## src/rtl/monster_pkg.sv

```systemverilog
// Shared types and constants for the monster spawn scheduler.
package monster_pkg;

    localparam int NUM_ANGLES = 21;
    localparam int ANGLE_W    = 5;
    localparam int RADIUS_W   = 4;

    typedef enum logic [1:0] {
        IDLE,
        KILL,
        STEP,
        ALLOC
    } state_t;

    typedef struct packed {
        logic                alive;
        logic [ANGLE_W-1:0]  angle;
        logic [RADIUS_W-1:0] radius;
    } slot_t;

endpackage

```

## src/rtl/spawn_fifo.sv

```systemverilog
// Small power-of-two FIFO that buffers spawn angles until a free slot is allocated.
module spawn_fifo #(
    parameter int DEPTH = 4,
    parameter int WIDTH = 5
) (
    input  logic             clk,
    input  logic             reset,
    input  logic             i_push,
    input  logic [WIDTH-1:0] i_data,
    input  logic             i_pop,
    output logic             o_full,
    output logic             o_empty,
    output logic [WIDTH-1:0] o_head
);
    localparam int PTR_W = (DEPTH > 1) ? $clog2(DEPTH) : 1;

    logic [WIDTH-1:0] r_mem [DEPTH];
    logic [PTR_W:0]   r_wr_ptr;
    logic [PTR_W:0]   r_rd_ptr;

    // Pointers carry one extra wrap bit so full and empty can be told apart.
    always_ff @(posedge clk) begin
        if (reset) begin
            r_wr_ptr <= '0;
            r_rd_ptr <= '0;
        end else begin
            if (i_push && !o_full) begin
                r_mem[r_wr_ptr[PTR_W-1:0]] <= i_data;
                r_wr_ptr <= r_wr_ptr + 1'b1;
            end
            if (i_pop && !o_empty) begin
                r_rd_ptr <= r_rd_ptr + 1'b1;
            end
        end
    end

    assign o_empty = (r_wr_ptr == r_rd_ptr);
    assign o_full  = (r_wr_ptr[PTR_W] != r_rd_ptr[PTR_W]) &&
                     (r_wr_ptr[PTR_W-1:0] == r_rd_ptr[PTR_W-1:0]);
    assign o_head  = r_mem[r_rd_ptr[PTR_W-1:0]];

endmodule

```

## src/rtl/monster_spawn_scheduler.sv

```systemverilog
// Live monster pool: spawn queue, slot allocation, radius stepping and kill handling.
// Build macro SPAWN_DEDUP_EN discards a queued spawn whose angle is already alive.
module monster_spawn_scheduler
    import monster_pkg::*;
#(
    parameter int NUM_SLOTS   = 8,
    parameter int MAX_RADIUS  = 15,
    parameter int QUEUE_DEPTH = 4
) (
    input  logic                          clk,
    input  logic                          reset,
    input  logic                          i_spawn_valid,
    input  logic [ANGLE_W-1:0]            i_spawn_index,
    input  logic                          i_step_tick,
    input  logic                          i_kill_valid,
    input  logic [ANGLE_W-1:0]            i_kill_index,
    output logic                          o_kill_ready,
    output logic                          o_kill_ack,
    output logic                          o_kill_hit,
    output logic                          o_player_hit,
    output logic [NUM_SLOTS-1:0]          o_slot_alive,
    output logic [ANGLE_W*NUM_SLOTS-1:0]  o_slot_angle,
    output logic [RADIUS_W*NUM_SLOTS-1:0] o_slot_radius,
    output logic [7:0]                    o_drop_count
);
    localparam int SLOT_W = (NUM_SLOTS > 1) ? $clog2(NUM_SLOTS) : 1;

    state_t              r_state, w_next;
    slot_t               r_slots [NUM_SLOTS];
    logic                r_kill_ready, r_step_pending;
    logic                r_kill_ack, r_kill_hit, r_player_hit;
    logic [ANGLE_W-1:0]  r_kill_index;
    logic [SLOT_W-1:0]   r_step_idx;
    logic [7:0]          r_drop_count;

    logic                w_full, w_empty, w_push, w_pop, w_in_range;
    logic                w_spawn_drop, w_dedup_drop;
    logic [ANGLE_W-1:0]  w_head;
    logic                w_free_found, w_kill_found, w_step_last;
    logic [SLOT_W-1:0]   w_free_idx, w_kill_idx;
    logic [RADIUS_W-1:0] w_kill_rad;
    slot_t               w_step_slot;
    logic [1:0]          w_drop_inc;
    logic [8:0]          w_drop_sum;

    assign w_in_range   = (i_spawn_index < ANGLE_W'(NUM_ANGLES));
    assign w_push       = i_spawn_valid && w_in_range && !w_full;
    assign w_spawn_drop = i_spawn_valid && !w_push;
    assign w_pop        = (r_state == ALLOC);

    spawn_fifo #(
        .DEPTH (QUEUE_DEPTH),
        .WIDTH (ANGLE_W)
    ) u_spawn_fifo (
        .clk     (clk),
        .reset   (reset),
        .i_push  (w_push),
        .i_data  (i_spawn_index),
        .i_pop   (w_pop),
        .o_full  (w_full),
        .o_empty (w_empty),
        .o_head  (w_head)
    );

    // Lowest free slot wins because the scan runs from the top index down.
    always_comb begin
        w_free_found = 1'b0;
        w_free_idx   = '0;
        for (int i = NUM_SLOTS - 1; i >= 0; i--) begin
            if (!r_slots[i].alive) begin
                w_free_found = 1'b1;
                w_free_idx   = SLOT_W'(i);
            end
        end
    end

    // Nearest matching monster; a strict compare keeps the lowest index on ties.
    always_comb begin
        w_kill_found = 1'b0;
        w_kill_idx   = '0;
        w_kill_rad   = '1;
        for (int i = 0; i < NUM_SLOTS; i++) begin
            if (r_slots[i].alive && (r_slots[i].angle == r_kill_index) &&
                (!w_kill_found || (r_slots[i].radius < w_kill_rad))) begin
                w_kill_found = 1'b1;
                w_kill_idx   = SLOT_W'(i);
                w_kill_rad   = r_slots[i].radius;
            end
        end
    end

`ifdef SPAWN_DEDUP_EN
    logic w_dup;
    always_comb begin
        w_dup = 1'b0;
        for (int i = 0; i < NUM_SLOTS; i++) begin
            if (r_slots[i].alive && (r_slots[i].angle == w_head)) w_dup = 1'b1;
        end
    end
    assign w_dedup_drop = (r_state == ALLOC) && w_dup;
`else
    assign w_dedup_drop = 1'b0;
`endif

    assign w_step_slot = r_slots[r_step_idx];
    assign w_step_last = (r_step_idx == SLOT_W'(NUM_SLOTS - 1));
    assign w_drop_inc  = {1'b0, w_spawn_drop} + {1'b0, w_dedup_drop};
    assign w_drop_sum  = {1'b0, r_drop_count} + {7'd0, w_drop_inc};

    always_ff @(posedge clk) begin
        if (reset) r_state <= IDLE;
        else       r_state <= w_next;
    end

    always_comb begin
        w_next = r_state;
        case (r_state)
            IDLE: begin
                if (!r_kill_ready)                w_next = KILL;
                else if (r_step_pending)          w_next = STEP;
                else if (!w_empty && w_free_found) w_next = ALLOC;
            end
            KILL:    w_next = IDLE;
            STEP:    if (w_step_last) w_next = IDLE;
            ALLOC:   w_next = IDLE;
            default: w_next = IDLE;
        endcase
    end

    // A tick seen while a step is pending or running folds into that step.
    always_ff @(posedge clk) begin
        if (reset) begin
            for (int i = 0; i < NUM_SLOTS; i++) r_slots[i] <= '0;
            r_kill_ready   <= 1'b1;
            r_kill_index   <= '0;
            r_step_pending <= 1'b0;
            r_step_idx     <= '0;
            r_kill_ack     <= 1'b0;
            r_kill_hit     <= 1'b0;
            r_player_hit   <= 1'b0;
            r_drop_count   <= '0;
        end else begin
            r_kill_ack   <= 1'b0;
            r_kill_hit   <= 1'b0;
            r_player_hit <= 1'b0;
            r_drop_count <= w_drop_sum[8] ? 8'hFF : w_drop_sum[7:0];
            if (i_kill_valid && r_kill_ready) begin
                r_kill_index <= i_kill_index;
                r_kill_ready <= 1'b0;
            end
            if ((r_state == IDLE) && (w_next == STEP))    r_step_pending <= 1'b0;
            else if (i_step_tick && (r_state != STEP))   r_step_pending <= 1'b1;
            case (r_state)
                KILL: begin
                    r_kill_ready <= 1'b1;
                    r_kill_ack   <= 1'b1;
                    r_kill_hit   <= w_kill_found;
                    if (w_kill_found) r_slots[w_kill_idx] <= '0;
                end
                STEP: begin
                    r_step_idx <= w_step_last ? '0 : r_step_idx + 1'b1;
                    if (w_step_slot.alive) begin
                        if (w_step_slot.radius == '0) begin
                            r_slots[r_step_idx] <= '0;
                            r_player_hit        <= 1'b1;
                        end else begin
                            r_slots[r_step_idx].radius <= w_step_slot.radius - 1'b1;
                        end
                    end
                end
                ALLOC: begin
                    if (!w_dedup_drop) begin
                        r_slots[w_free_idx] <= '{alive: 1'b1, angle: w_head,
                                                 radius: RADIUS_W'(MAX_RADIUS)};
                    end
                end
                default: ;
            endcase
        end
    end

    for (genvar g = 0; g < NUM_SLOTS; g++) begin : g_out
        assign o_slot_alive[g]                         = r_slots[g].alive;
        assign o_slot_angle[ANGLE_W*g +: ANGLE_W]      = r_slots[g].angle;
        assign o_slot_radius[RADIUS_W*g +: RADIUS_W]   = r_slots[g].radius;
    end

    assign o_kill_ready = r_kill_ready;
    assign o_kill_ack   = r_kill_ack;
    assign o_kill_hit   = r_kill_hit;
    assign o_player_hit = r_player_hit;
    assign o_drop_count = r_drop_count;

endmodule

```

## config.mk

```make
export PLATFORM = sky130hd
export DESIGN_NAME = monster_spawn_scheduler
export DESIGN_NICKNAME = d
export VERILOG_FILES = /design/src/rtl/monster_pkg.sv /design/src/rtl/spawn_fifo.sv /design/src/rtl/monster_spawn_scheduler.sv
export SDC_FILE = /design/constraint.sdc
export NUM_CORES = 1
export LEC_CHECK = 0
export ABC_AREA = 1
export CAP_MARGIN = 20
export CELL_PAD_IN_SITES_DETAIL_PLACEMENT = 1
export CELL_PAD_IN_SITES_GLOBAL_PLACEMENT = 2
export CORE_MARGIN = 2
export CORE_UTILIZATION = 36
export CTS_CLUSTER_SIZE = 12
export DETAILED_ROUTE_END_ITERATION = 16
export MAX_ROUTING_LAYER = met4
export PLACE_DENSITY_LB_ADDON = 0.1
export SETUP_SLACK_MARGIN = 0.05
export SLEW_MARGIN = 10
export SYNTH_ARGS = -nofsm -noshare
export SYNTH_HDL_FRONTEND = slang
export SYNTH_HIERARCHICAL = 1
export SYNTH_SLANG_ARGS = --single-unit
```

## constraint.sdc

```tcl
create_clock -name clk -period 19.2 [get_ports clk]
set_clock_uncertainty 0.2 [all_clocks]
set_input_delay 3.84 -clock clk [delete_from_list [all_inputs] [get_ports clk]]
set_output_delay 3.84 -clock clk [all_outputs]
set_load 0.005 [all_outputs]
```

======== Word-level counts from Yosys, hierarchy flattened ========
Memory sizes are Yosys's and may differ from the RTL's. A register that Yosys moved wholly into a read port is not among the register bits.
Cells that the tools add are included.
operators by class
  add/subtract/negate cells ............... 5
  order comparisons ....................... 8
  equal/unequal tests ..................... 17
  mux-type cells .......................... 82
  bitwise logic cells ..................... 2
  reductions and logical operators ........ 51
operators with widths
  cell                   number
  $mux W3                20
  $mux W1                41
  $eq A5 B5 Y1           8
  $mux W4                8
  $mux W10               3
  $reduce_or A10 Y1      3
  $lt A4 B4 Y1           7
  $logic_and A1 B1 Y1    25
  $mux W2                8
  $logic_not A1 Y1       10
  $add A3 B1 Y3 const B  3
  $add A8 B1 Y9          1
  $mux W8                1
  $reduce_or A2 Y1       4
  $logic_or A1 B1 Y1     7
  $eq A2 B2 Y1 const B   3
  $pmux W2 S3            1
  $lt A5 B5 Y1 const B   1
  $logic_not A4 Y1       1
  $sub A4 B1 Y4 const B  1
  $eq A3 B3 Y1           1
  $eq A3 B3 Y1 const B   1
  $eq A2 B1 Y1 const B   1
  $eq A2 B2 Y1           1
  5 further kinds        5
storage, ports and cells
  flip-flop bits (word level) ............. 29
  memory bits (writable) .................. 100
  input port bits ......................... 15
  memories ................................ 2
memory list
  memory              depth  width  read ports  clocked after Yosys merged registers in  wr ports  line                           text
  r_slots             8      10     9           1                                        8         monster_spawn_scheduler.sv:29  slot_t r_slots [NUM_SLOTS];
  u_spawn_fifo.r_mem  4      5      1           1                                        1         spawn_fifo.sv:17               logic [WIDTH-1:0] r_mem [DEPTH];

======== Depth between registers and ports, before layout ========
Gate-level depths: netlist of run 1.
An unclocked memory read counts as a cell.
  depth in word-level cells ............... 40
  mapped depth ............................ 75
  mapped depth without buffers ............ 74

======== By module ========
The synthesis of run 1 kept the hierarchy.
by module, submodules not included
  module                   times used  cells each  area each (um^2)  seq. area each (um^2)
  monster_spawn_scheduler  1           808         6466.2            2922.8
  spawn_fifo               1           123         1262.5            760.7

======== Least setup slack after synthesis of run 1 ========
Ideal clock, no wire load.
  kind .................................... register -> register
  start point ............................. register r_kill_index[4]
  end point ............................... memory r_slots[6][4] (netlist name) (enable)
  setup time .............................. 0.357 ns
  arrival ................................. 7.647 ns
  data required time ...................... 18.643 ns
  slack ................................... 10.997 ns
  stages on the path, launching flop included .. 65
  path buffers ............................ 1
  clock period less this slack ............ 8.203 ns
  cells stage by stage .................... dfxtp_1 -> buf_6 -> inv_6 -> nand2_2 -> nand2_2 -> nor2_2 -> nand3_2 -> nor2_1 -> ha_1 -> a31oi_1 -> nand2_2 -> nand2_4 -> nand2_4 -> o21ai_0 -> ha_1 -> inv_1 -> o21bai_1 -> clkinv_1 -> (+29 left out) -> a21oi_1 -> nand2_1 -> nand2_2 -> nand2_2 -> nand2_1 -> o21ai_0 -> ha_1 -> a21oi_1 -> nand2_1 -> nand2_1 -> nand2_1 -> nand2_1 -> nand2_1 -> nand2_1 -> nand2_1 -> inv_2 -> nand2_1 -> o21ai_1
RTL lines
  what                    line                            text
  from (decl)             monster_spawn_scheduler.sv:32   logic [ANGLE_W-1:0] r_kill_index;
  from (signal assigned)  monster_spawn_scheduler.sv:148  r_kill_index <= i_kill_index;
  to (decl)               monster_spawn_scheduler.sv:29

==> out/results.txt, run 1 <==
Outcome: complete, no violations
Final worst path period share: 0.5176
Die area: 22660 µm²
Post-Layout Cell Count: 1336
Root buffer cell: clkbuf_16
TritonCTS clock tree: done
Synth area leader: edfxtp_1
Clock power share: 0.380
Final Slew Violations: 0
Initial antenna violation count: 0
Number of synthesized flops with an enable pin: 100
GRT Residual Overflow: 0
Worst Tran Pin Value: 0.9868 ns
Hold-fix buffers, CTS: 0
Main synth FF type: edfxtp_1
Setup Fix Bufs, Post-CTS: 0
Sequential fraction of the synthesis area: 0.4766
Pwr dens: 86.91 nW/µm²
Synthesized area per cell: 8.301 µm²
R2R depth: 66
Placed wire-length estimate: 18750 µm
Placed Area: 9101 µm²
R2R Path Start: r_kill_index[4]$_SDFFE_PP0P_
Final Cell Area: 9679 µm²
Post-synth ARST share: 0
WP buf/inv: 11
R2r setup slk: 9.26 ns
Max-Cap Viols: 0
Starting Density: 0.3677
# IOs: 107
HP Class: flip-flop to flip-flop
H-tree Lvls: 4
Hold EP: o_drop_count[7]$_SDFF_PP0_
Mapped Cells: 931
Hold path start: o_drop_count[7]$_SDFF_PP0_
Clk buf depth: 2
Total CTS buffers: 17
Worst path most repeated cell: nand2_1
Worst slew margin: 0.3421
# diodes: 0
FF+latch count, synth: 134
Drt drc: 0
Setup TNS: 0 ns
Die Ht: 150.5 µm
WL per Instance: 18.00 µm
Initial DRC Count: 371
DR vias: 6775
Cts repair resizes: 0
DIE WIDTH: 150.5 µm
CP startpoint kind: flip-flop
CP peak stage delay: 0.76 ns
Cell Area, Synth: 7729 µm²
Max Clock Freq: 100.6 MHz
Syn Nets: 967
CORE AREA: 21020 µm²
Fin util: 0.4604
Tot GR Track Use: 0.2283
Most frequent cells in the layout: nand2_1 (185), nor2_1 (148), clkdlybuf4s50_1 (106)
Library cells used by synthesis: 47
Total power draw: 0.0008412 W
Fin nets: 1084
Pre-antenna DRT Iters: 5
Sw frac: 0.3077
Largest net degree at the start of global routing: 32
Antenna-violating nets left: 0
Commonest non-fill, non-tap cell in the layout: nand2_1
Worst Path Arrival: 9.80 ns
Slowest stage cell, crit path: dfxtp_1
Main area contributors after synthesis: edfxtp_1 (39%), nand2_1 (9.0%), dfxtp_1 (8.8%)
Number of cells after detailed placement: 1304
Clk_lat worst skew: 0.43 ns
Share of power burned in registers: 0.414
Total leakage power: 4.049 nW
Vias in the first global route: 7001
Combinational Power Share: 0.207
Internal power: 0.0005824 W
VDD IR-drop max: 0.06051 mV
Final WL: 24050 µm
Synth top area share: 0.3885
Hold violation total from the final report: 0
WS Path Type: flip-flop to flip-flop
Worst Path Required: 19.06 ns
Synth warn: 6
First-pass GRT wire length: 38100 µm
Port bufs: 106
RSZ-0062 raised after global routing: false
Hold path depth: 1
Period minus WS final: 9.938 ns
CP endpoint kind: flip-flop
Worst-path maximum fanout: 9
Worst r2r dst: r_slots[6][6]$_SDFFCE_PN0P_
Via density: 5.071
Area grow syn2layout: 25.24%
Layout cells sized above 1: 0.1244
CTS clk-pin slew, worst paths: 0.06 ns
Top delay family on crit path: simple AND/OR/NAND/NOR gates
Rows: 53
Sw power: 0.0002588 W
Routability cong.: 0.8432
Setup Viol. Count Final: 0
Clock Sinks: 134
==> per-layer routing <==
metal | GRT usage | up-vias | wire, µm
met4 | 0.07500 | 0 | 465
met2 | 0.3789 | 143 | 11910
met1 | 0.2888 | 3268 | 10820
met3 | 0.03061 | 29 | 862
met5 | - | - | 0
li1 | - | 3335 | -
==> cells in the mapped netlist, drive strengths merged, types with 8 or more instances <==
master and count:
a21oi 47, nand2 221, nand3 66, edfxtp 100, nor2 161, dfxtp 34
o22ai 9, ha 21, or2 11, inv 113, xor2 16, o21ai 65
nor4 8, clkbuf 10
==> worst max-delay path by stage <==
stage                                  from                     endpoint  slack, ns  depth (start not counted)
2_1_floorplan  r_kill_index[4]$_SDFFE_PP0P_  r_slots[6][4]$_SDFFCE_PN0P_      11.00                         64
3_3_place_gp   r_kill_index[4]$_SDFFE_PP0P_  r_slots[6][6]$_SDFFCE_PN0P_       9.55                         66
3_5_place_dp   r_kill_index[4]$_SDFFE_PP0P_  r_slots[6][6]$_SDFFCE_PN0P_       9.28                         66
4_1_cts        r_kill_index[4]$_SDFFE_PP0P_  r_slots[6][6]$_SDFFCE_PN0P_       9.23                         66
5_1_grt        r_kill_index[4]$_SDFFE_PP0P_  r_slots[6][6]$_SDFFCE_PN0P_       8.33                         66
6_report       r_kill_index[4]$_SDFFE_PP0P_  r_slots[6][6]$_SDFFCE_PN0P_       9.26                         66
==> flip-flops by register name, indices dropped and copies added (netlist names), named ones only <==
name and flops:
o_drop_count 8, r_state 2, u_spawn_fifo/r_rd_ptr 3, o_kill_ack 1, o_player_hit 1, r_slots 80
r_step_idx 3, r_kill_index 5, o_kill_hit 1, u_spawn_fifo/r_mem 20, u_spawn_fifo/r_wr_ptr 3, o_kill_ready 1
r_step_pending 1
==> cell families (layout without fill, tap and decap cells) <==
kind of cell             count (synthesis)  in the layout  share of synthesized area
buffers and inverters                  134            264                    0.07026
flip-flops                             134            134                     0.4766
adder cells (fa/ha/maj)                 21             21                    0.03400
AO/OA/AOI/OAI                          142            142                     0.1033
AND/OR/NAND/NOR                        481            481                     0.2943
XOR/XNOR                                19             19                    0.02153
==> layout make-up <==
cell class                      count  area [µm²]
Fill cell                        2510       11340
Multi-Input combinational cell    663        3502
Inverter                          118       450.4
Sequential cell                   134        3684
Tap cell                          275       344.1
Clock inverter                     14       148.9
Timing Repair Buffer              114        1121
Clock buffer                       18       429.2
==> stage by stage <==
step                      setup slack, ns  hold slack (ns)
after CTS                           9.231           0.3106
final                               9.262           0.3068
after global placement              9.551           0.2939
after detailed placement            9.283           0.3035
after floorplan                     11.00           0.2754
after global routing                8.330           0.3538
==> worst register-to-register path: cells and delay by family (launching register included) <==
family / cells / cell delay, ns
compound gates: 13 / 2.61
fa+ha+maj: 7 / 2.11
buf+inv: 11 / 0.67
flops: 1 / 0.76
simple gates: 35 / 3.20
==> power groups by stage <==
| stage | Sequential (W) | Clock (W) | Combinational [W] |
|---|---|---|---|
| 2_1_floorplan | 0.000345 | 0 | 0.000116 |
| 3_3_place_gp | 0.000354 | 0 | 0.000172 |
| 3_5_place_dp | 0.000354 | 0 | 0.000173 |
| 4_1_cts | 0.000348 | 0.000326 | 0.000175 |
| 5_1_grt | 0.000351 | 0.000337 | 0.000198 |
| 6_report | 0.000348 | 0.000319 | 0.000174 |
(Power assumes the default switching activity.)
==> run 2: changes to the inputs <==
--- a/config.mk
+++ b/config.mk
@@ -10,7 +10,7 @@
 export CELL_PAD_IN_SITES_DETAIL_PLACEMENT = 1
 export CELL_PAD_IN_SITES_GLOBAL_PLACEMENT = 2
 export CORE_MARGIN = 2
-export CORE_UTILIZATION = 36
+export CORE_UTILIZATION = 30
 export CTS_CLUSTER_SIZE = 12
 export DETAILED_ROUTE_END_ITERATION = 16
 export MAX_ROUTING_LAYER = met4
==> constraint.sdc (replaced) <==
create_clock -name clk -period 8.9 [get_ports clk]
set_clock_uncertainty 0.2 [all_clocks]
set_input_delay 1.78 -clock clk [delete_from_list [all_inputs] [get_ports clk]]
set_output_delay 1.78 -clock clk [all_outputs]
set_load 0.005 [all_outputs]
==> run 2 against run 1 <==
  * Setup slack worse by 8.5 ns
  * Die area up 19%
  * Clock power up 120%
  * Register-to-register slack worse by 8.5 ns
  * Critical path depth up 6
  * Total power up 120%
  * Utilization down 5.0 points
  * Sequential cell count unchanged
  * Combinational power up 140%
  * Fmax up 22%
==> out/results.txt, run 2 (same netlist as run 1, synthesis figures left out) <==
Clk_lat worst skew: 0.42 ns (was 0.43 ns)
Starting Density: 0.3060 (was 0.3677)
Slowest stage cell, crit path: edfxtp_1 (was dfxtp_1)
Worst Path Required: 8.83 ns (was 19.06 ns)
Die area: 27060 µm² (was 22660 µm²)
Routability cong.: 0.8046 (was 0.8432)
HP Class: flip-flop to flip-flop (unchanged)
Max Clock Freq: 122.5 MHz (was 100.6 MHz)
Most frequent cells in the layout: nand2_1 (154), nor2_1 (147), clkdlybuf4s50_1 (106) (was nand2_1 (185), nor2_1 (148), clkdlybuf4s50_1 (106))
Clock Sinks: 134 (unchanged)
R2R depth: 72 (was 66)
Final worst path period share: 0.9173 (was 0.5176)
Dpl ws: -0.2904 ns (was 9.283 ns)
Port bufs: 106 (unchanged)
GRT Residual Overflow: 0 (unchanged)
Period minus WS final: 8.164 ns (was 9.938 ns)
DR vias: 6791 (was 6775)
Worst r2r dst: r_slots[6][9]$_SDFFCE_PN0P_ (was r_slots[6][6]$_SDFFCE_PN0P_)
Placed wire-length estimate: 19390 µm (was 18750 µm)
Largest register FFs: 80 (unchanged)
Tot GR Track Use: 0.1923 (was 0.2283)
# fillers: 2998 (was 2510)
Die Ht: 164.5 µm (was 150.5 µm)
Fin nets: 1129 (was 1084)
Clk buf depth: 2 (unchanged)
Layout cells sized above 1: 0.2052 (was 0.1244)
Worst-path maximum fanout: 9 (unchanged)
Initial DRC Count: 441 (was 371)
WL per Instance: 17.13 µm (was 18.00 µm)
Final Slew Violations: 0 (unchanged)
Rows: 58 (was 53)
H-tree Lvls: 4 (unchanged)
CTS clk-pin slew, worst paths: 0.06 ns (about the same)
Top reg by flops: r_slots (unchanged)
VDD IR-drop max: 0.1320 mV (was 0.06051 mV)
Final Cell Area: 10360 µm² (was 9679 µm²)
Pre-antenna DRT Iters: 4 (was 5)
DIE WIDTH: 164.5 µm (was 150.5 µm)
CP endpoint kind: flip-flop (unchanged)
CP startpoint kind: flip-flop (unchanged)
Top delay family on crit path: simple AND/OR/NAND/NOR gates (unchanged)
Placed Area: 9334 µm² (was 9101 µm²)
Worst path most repeated cell: nand2_2 (was nand2_1)
Setup Viol. Count Final: 0 (unchanged)
Hold violation total from the final report: 0 (unchanged)
Area grow syn2layout: 34.00% (was 25.24%)
Worst setup endpoint: r_slots[6][9]$_SDFFCE_PN0P_ (was r_slots[6][6]$_SDFFCE_PN0P_)
Antenna-violating nets left: 0 (unchanged)
CP peak stage delay: 0.43 ns (was 0.76 ns)
Drt drc: 0 (unchanged)
CP startpoint: r_slots[0][6]$_SDFFCE_PN0P_ (was r_kill_index[4]$_SDFFE_PP0P_)
CORE AREA: 25250 µm² (was 21020 µm²)
Hold path depth: 2 (was 1)
Total power draw: 0.001868 W (was 0.0008412 W)
Worst slew margin: 0.2676 (was 0.3421)
Vias in the first global route: 6923 (was 7001)
Outcome: complete, no violations (unchanged)
Largest net degree at the start of global routing: 32 (unchanged)
# IOs: 107 (unchanged)
# diodes: 0 (unchanged)
R2R Path Start: r_slots[0][6]$_SDFFCE_PN0P_ (was r_kill_index[4]$_SDFFE_PP0P_)
Commonest non-fill, non-tap cell in the layout: nand2_1 (unchanged)
Pwr dens: 180.4 nW/µm² (was 86.91 nW/µm²)
Total leakage power: 4.319 nW (was 4.049 nW)
Initial antenna violation count: 0 (unchanged)
TritonCTS clock tree: done (unchanged)
Worst Path Arrival: 8.10 ns (was 9.80 ns)
Hold-fix buffers, CTS: 0 (unchanged)
Via density: 4.729 (was 5.071)
Root buffer cell: clkbuf_16 (unchanged)
Final WL: 24600 µm (was 24050 µm)
CP Depth: 72 (was 66)
Fin util: 0.4101 (was 0.4604)
R2r setup slk: 0.74 ns (was 9.26 ns)
Total CTS buffers: 17 (unchanged)
WS Path Type: flip-flop to flip-flop (unchanged)
First-pass GRT wire length: 38270 µm (was 38100 µm)
Worst Tran Pin Value: 1.099 ns (was 0.9868 ns)
Post-route setup slack: 0.7360 ns (was 9.262 ns)
Max-Cap Viols: 0 (unchanged)
WP buf/inv: 8 (was 11)
-- run 2: changes by cell type in the layout (fill, tap and decap cells not counted), moves of 3 or more --
cell     previous run  this run
buf_4               8        52
nand2_1           185       154
nand2_2            24        45
nand2_4            11        20
nor2_2             11         8
nor2_4              2         6
o21ai_0            64        56
o21ai_2             0         8
-- run 2: repair_timing --
item | 4_1_cts | 5_1_grt
setup buffers | 2 | 22
endpoints found under the setup margin | 151 | 160
cloned | 0 | 0
resized for setup | 12 | 64
pin swaps | 1 | 43
-- run 2: per-layer routing --
| layer | wire (µm) | vias to the layer above | global-route usage |
|---|---|---|---|
| met3 | 585 | 15 | 0.02436 |
| met5 | 0 | - | - |
| met2 | 12070 | 86 | 0.3186 |
| met1 | 11750 | 3270 | 0.2534 |
| met4 | 190 | 0 | 0.04150 |
| li1 | - | 3420 | - |
-- run 2: worst min path at each step --
| stage | start | endpoint | slack (ns) |
|---|---|---|---|
| after global placement | o_drop_count[7]$_SDFF_PP0_ | o_drop_count[7]$_SDFF_PP0_ | 0.30 |
| after floorplan | o_drop_count[7]$_SDFF_PP0_ | o_drop_count[7]$_SDFF_PP0_ | 0.28 |
| final | r_step_idx[0]$_SDFFE_PP0P_ | flip-flop | 0.32 |
| after detailed placement | r_step_idx[0]$_SDFFE_PP0P_ | r_step_idx[0]$_SDFFE_PP0P_ | 0.31 |
| after global routing | r_step_pending$_SDFFE_PP0P_ | r_step_pending$_SDFFE_PP0P_ | 0.36 |
| after CTS | r_step_idx[0]$_SDFFE_PP0P_ | flip-flop | 0.32 |
-- run 2: cell type report --
type / instances / area, µm² / share of cell area
flip-flops and latches: 134 / 3686 / 0.3559
inverters: 118 / 452.9 / 0.04374
repair buffers: 159 / 1463 / 0.1412
clock inverters: 15 / 171.4 / 0.01655
well taps: 330 / 412.9 / 0.03987
multi-input cells: 663 / 3745 / 0.3616
clock buffers: 17 / 425.4 / 0.04108
-- run 2: power by group --
group	leakage, nW	internal [W]	switching, W	total, W
combinational	2.75	0.000158	0.000259	0.000417
sequential	1.29	0.000708	0.0000381	0.000746
clock	0.284	0.000419	0.000286	0.000706
total	4.32	0.00128	0.000584	0.00187
-- run 2: worst reg2reg max path: cells and delay by family, from the launching register on --
family                   cells  cell delay, ns
AND/OR/NAND/NOR             47            3.79
adder cells (fa/ha/maj)      7            2.07
flip-flops                   1            0.43
AO/OA/AOI/OAI               10            0.84
buffers and inverters        8            0.55
-- run 2: stage by stage --
| step | hold slack [ns] | setup TNS (ns) | std cells |
|---|---|---|---|
| final | 0.3152 | 0 | 1436 |
| after global routing | 0.3570 | -0.06938 | 1436 |
| after CTS | 0.3168 | 0 | 1414 |
| after detailed placement | 0.3073 | -14.22 | 1380 |
| after global placement | 0.2956 | 0 | 1380 |
| after floorplan | 0.2754 | 0 | 931 |
==> run 3: changes to the inputs <==
--- a/config.mk
+++ b/config.mk
@@ -16,8 +16,7 @@
 export MAX_ROUTING_LAYER = met4
 export PLACE_DENSITY_LB_ADDON = 0.1
 export SETUP_SLACK_MARGIN = 0.05
-export SLEW_MARGIN = 10
+export SLEW_MARGIN = 20
 export SYNTH_ARGS = -nofsm -noshare
 export SYNTH_HDL_FRONTEND = slang
-export SYNTH_HIERARCHICAL = 1
 export SYNTH_SLANG_ARGS = --single-unit
==> run 3 against run 2 <==
  * Final cell count shrank 1.6%
  * Critical endpoint is now r_slots[4][6]$_SDFFCE_PN0P_
  * Sequential cell count is the same
  * Register-to-register slack is essentially flat
==> out/results.txt, run 3 <==
Area grow syn2layout: 33.89% (was 34.00%)
Pre-antenna DRT Iters: 4 (unchanged)
Vias in the first global route: 6833 (was 6923)
Clock Sinks: 134 (unchanged)
Final WL: 25720 µm (was 24600 µm)
Library cells used by synthesis: 48 (was 47)
Worst-path maximum fanout: 9 (unchanged)
Number of synthesized flops with an enable pin: 100 (unchanged)
Final worst path period share: 0.9166 (was 0.9173)
Worst slew margin: 0.2933 (was 0.2676)
Main combinational cell family by area after synthesis: simple AND/OR/NAND/NOR gates (unchanged)
Worst Path Arrival: 8.09 ns (was 8.10 ns)
WS Path Type: flip-flop to flip-flop (unchanged)
Rows: 58 (unchanged)
Worst Path Required: 8.83 ns (about the same)
H-tree Lvls: 4 (unchanged)
Max-Cap Viols: 0 (unchanged)
Die Ht: 164.6 µm (was 164.5 µm)
Count leader, synth: nand2_1 (unchanged)
GRT Residual Overflow: 0 (unchanged)
Largest register FFs: 80 (unchanged)
HP Class: flip-flop to flip-flop (unchanged)
Hold violation total from the final report: 0 (unchanged)
Synth Area in Adders: 0.03395 (was 0.03400)
CP peak stage delay: 0.40 ns (was 0.43 ns)
Post-Layout Cell Count: 1413 (was 1436)
Total power draw: 0.001847 W (was 0.001868 W)
DR vias: 6759 (was 6791)
First-pass GRT wire length: 39350 µm (was 38270 µm)
Post-synth ARST share: 0 (unchanged)
Period minus WS final: 8.157 ns (was 8.164 ns)
Via density: 4.783 (was 4.729)
Total leakage power: 4.317 nW (was 4.319 nW)
# IOs: 107 (unchanged)
Synth Area in Compound Gates: 0.09879 (was 0.1033)
Routability cong.: 0.7839 (was 0.8046)
RSZ-0062 raised after global routing: true
Synth area leader: edfxtp_1 (unchanged)
Total CTS buffers: 17 (unchanged)
Max Clock Freq: 122.6 MHz (was 122.5 MHz)
Root buffer cell: clkbuf_16 (unchanged)
CP startpoint kind: flip-flop (unchanged)
Antenna-violating nets left: 0 (unchanged)
Initial DRC Count: 377 (was 441)
Simple-Gate Fraction of Synth Area: 0.2994 (was 0.2943)
Top reg by flops: r_slots (unchanged)
Setup Viol. Count Final: 0 (unchanged)
Tot GR Track Use: 0.2012 (was 0.1923)
Placed Area: 9273 µm² (was 9334 µm²)
Slowest stage cell, crit path: edfxtp_1 (unchanged)
Synth cell count leaders: nand2_1 (189), nor2_1 (119), edfxtp_1 (100) (was nand2_1 (185), nor2_1 (148), edfxtp_1 (100))
Pwr dens: 178.3 nW/µm² (was 180.4 nW/µm²)
Dpl ws: -0.1269 ns (was -0.2904 ns)
WL per Instance: 18.20 µm (was 17.13 µm)
Hold-fix buffers, CTS: 0 (unchanged)
VDD IR-drop max: 0.1359 mV (was 0.1320 mV)
# diodes: 0 (unchanged)
CORE AREA: 25250 µm² (unchanged)
FF+latch count, synth: 134 (unchanged)
Clk buf depth: 2 (unchanged)
Cell Area, Synth: 7739 µm² (was 7729 µm²)
Xor/xnor share of the synthesized area: 0.02150 (was 0.02153)
Outcome: complete, no violations (unchanged)
Initial antenna violation count: 0 (unchanged)
Mapped Cells: 912 (was 931)
Synth warn: 0 (was 6)
Commonest non-fill, non-tap cell in the layout: nand2_1 (unchanged)
Final Slew Violations: 0 (unchanged)
CTS clk-pin slew, worst paths: 0.07 ns (was 0.06 ns)
Sequential fraction of the synthesis area: 0.4760 (was 0.4766)
Final Cell Area: 10360 µm² (about the same)
Clk_lat worst skew: 0.43 ns (was 0.42 ns)
Starting Density: 0.3064 (was 0.3060)
Worst path most repeated cell: nand2_1 (was nand2_2)
Largest net degree at the start of global routing: 33 (was 32)
Post-route setup slack: 0.7425 ns (was 0.7360 ns)
Fin nets: 1106 (was 1129)
TritonCTS clock tree: done (unchanged)
Main synth FF type: edfxtp_1 (unchanged)
CP endpoint kind: flip-flop (unchanged)
Synthesized area per cell: 8.485 µm² (was 8.301 µm²)
Worst Tran Pin Value: 1.050 ns (was 1.099 ns)
Die area: 27100 µm² (was 27060 µm²)
Layout cells sized above 1: 0.1976 (was 0.2052)
Most frequent cells in the layout: nand2_1 (168), nor2_1 (116), clkdlybuf4s50_1 (106) (was nand2_1 (154), nor2_1 (147), clkdlybuf4s50_1 (106))
Number of cells after detailed placement: 1354 (was 1380)
Drt drc: 0 (unchanged)
Main area contributors after synthesis: edfxtp_1 (39%), nand2_1 (9.2%), dfxtp_1 (8.8%) (was edfxtp_1 (39%), nand2_1 (9.0%), dfxtp_1 (8.8%))
Placed wire-length estimate: 20110 µm (was 19390 µm)
Mux cell area share after synthesis: 0 (unchanged)
Syn Nets: 948 (was 967)
Port bufs: 106 (unchanged)
Synth top area share: 0.3880 (was 0.3885)
DIE WIDTH: 164.6 µm (was 164.5 µm)
run 3: changes by cell type after synthesis, sizes merged, moves of 5 or more:
cell	before	now
inv	113	108
nand3	66	76
nand4	6	17
nor2	161	132
o21ai	65	56
o22ai	9	4
run 3: repair_timing:
| item | CTS | global route |
|---|---|---|
| endpoints found under the setup margin | 80 | 160 |
| pin swaps | 1 | 22 |
| setup buffers | 1 | 25 |
| gates cloned | 0 | 1 |
| resized for setup | 12 | 67 |
run 3: cell families (layout without fill, tap and decap cells):
group / count (synthesis) / count (layout)
fa+ha+maj: 21 / 21
buf+inv: 129 / 299
flops: 134 / 134
xor+xnor: 19 / 19
compound gates: 135 / 135
simple gates: 474 / 475
run 3: worst paths after layout:
kind | startpoint | end | slack (ns) | cells past startpoint
hold reg to reg | u_spawn_fifo.r_rd_ptr[2]$_SDFFE_PP0P_ | u_spawn_fifo.r_rd_ptr[2]$_SDFFE_PP0P_ | 0.27 | 2
setup / recovery | r_slots[0][6]$_SDFFCE_PN0P_ | r_slots[4][6]$_SDFFCE_PN0P_ | 0.74 | 73
hold / removal | u_spawn_fifo.r_rd_ptr[2]$_SDFFE_PP0P_ | u_spawn_fifo.r_rd_ptr[2]$_SDFFE_PP0P_ | 0.27 | 2
setup reg to reg | r_slots[0][6]$_SDFFCE_PN0P_ | r_slots[4][6]$_SDFFCE_PN0P_ | 0.74 | 73
run 3: metrics by stage:
step	hold WS (ns)	TNS [ns]	util
3_3_place_gp	0.2511	0	0.3672
2_1_floorplan	0.2417	0	-
4_1_cts	0.2789	0	0.3907
3_5_place_dp	0.2662	-4.499	0.3672
6_report	0.2741	0	0.4103
5_1_grt	0.2940	-0.0005453	0.4103
run 3: routing by layer:
layer / vias up / GRT usage / wire length, µm
met1: 3252 / 0.2312 / 10630
met4: 0 / 0.04348 / 325
met3: 19 / 0.03315 / 812
met5: - / - / 0
li1: 3396 / - / -
met2: 92 / 0.3680 / 13950
run 3: final cells by class:
class                   count  area, µm²
clock buffers              17      425.4
clock inverters            15      133.9
fillers                  2995      14890
inverters                 111      431.7
multi-input cells         650       3799
flip-flops and latches    134       3685
well taps                 330      412.9
repair buffers            156       1474
run 3: power by group:
part	switching, W	internal (W)	total (W)
combinational	0.000260	0.000168	0.000428
sequential	0.0000357	0.000704	0.000740
clock	0.000311	0.000368	0.000679
total	0.000607	0.00124	0.00185
run 3: critical path, delay by kind of cell, from the launching register on:
family | cells | cell delay [ns]
adders and majority gates | 7 | 1.94
DFF | 1 | 0.40
AOI/OAI and AO/OA | 10 | 0.85
and+or+nand+nor | 46 | 3.83
buffers and inverters | 10 | 0.60
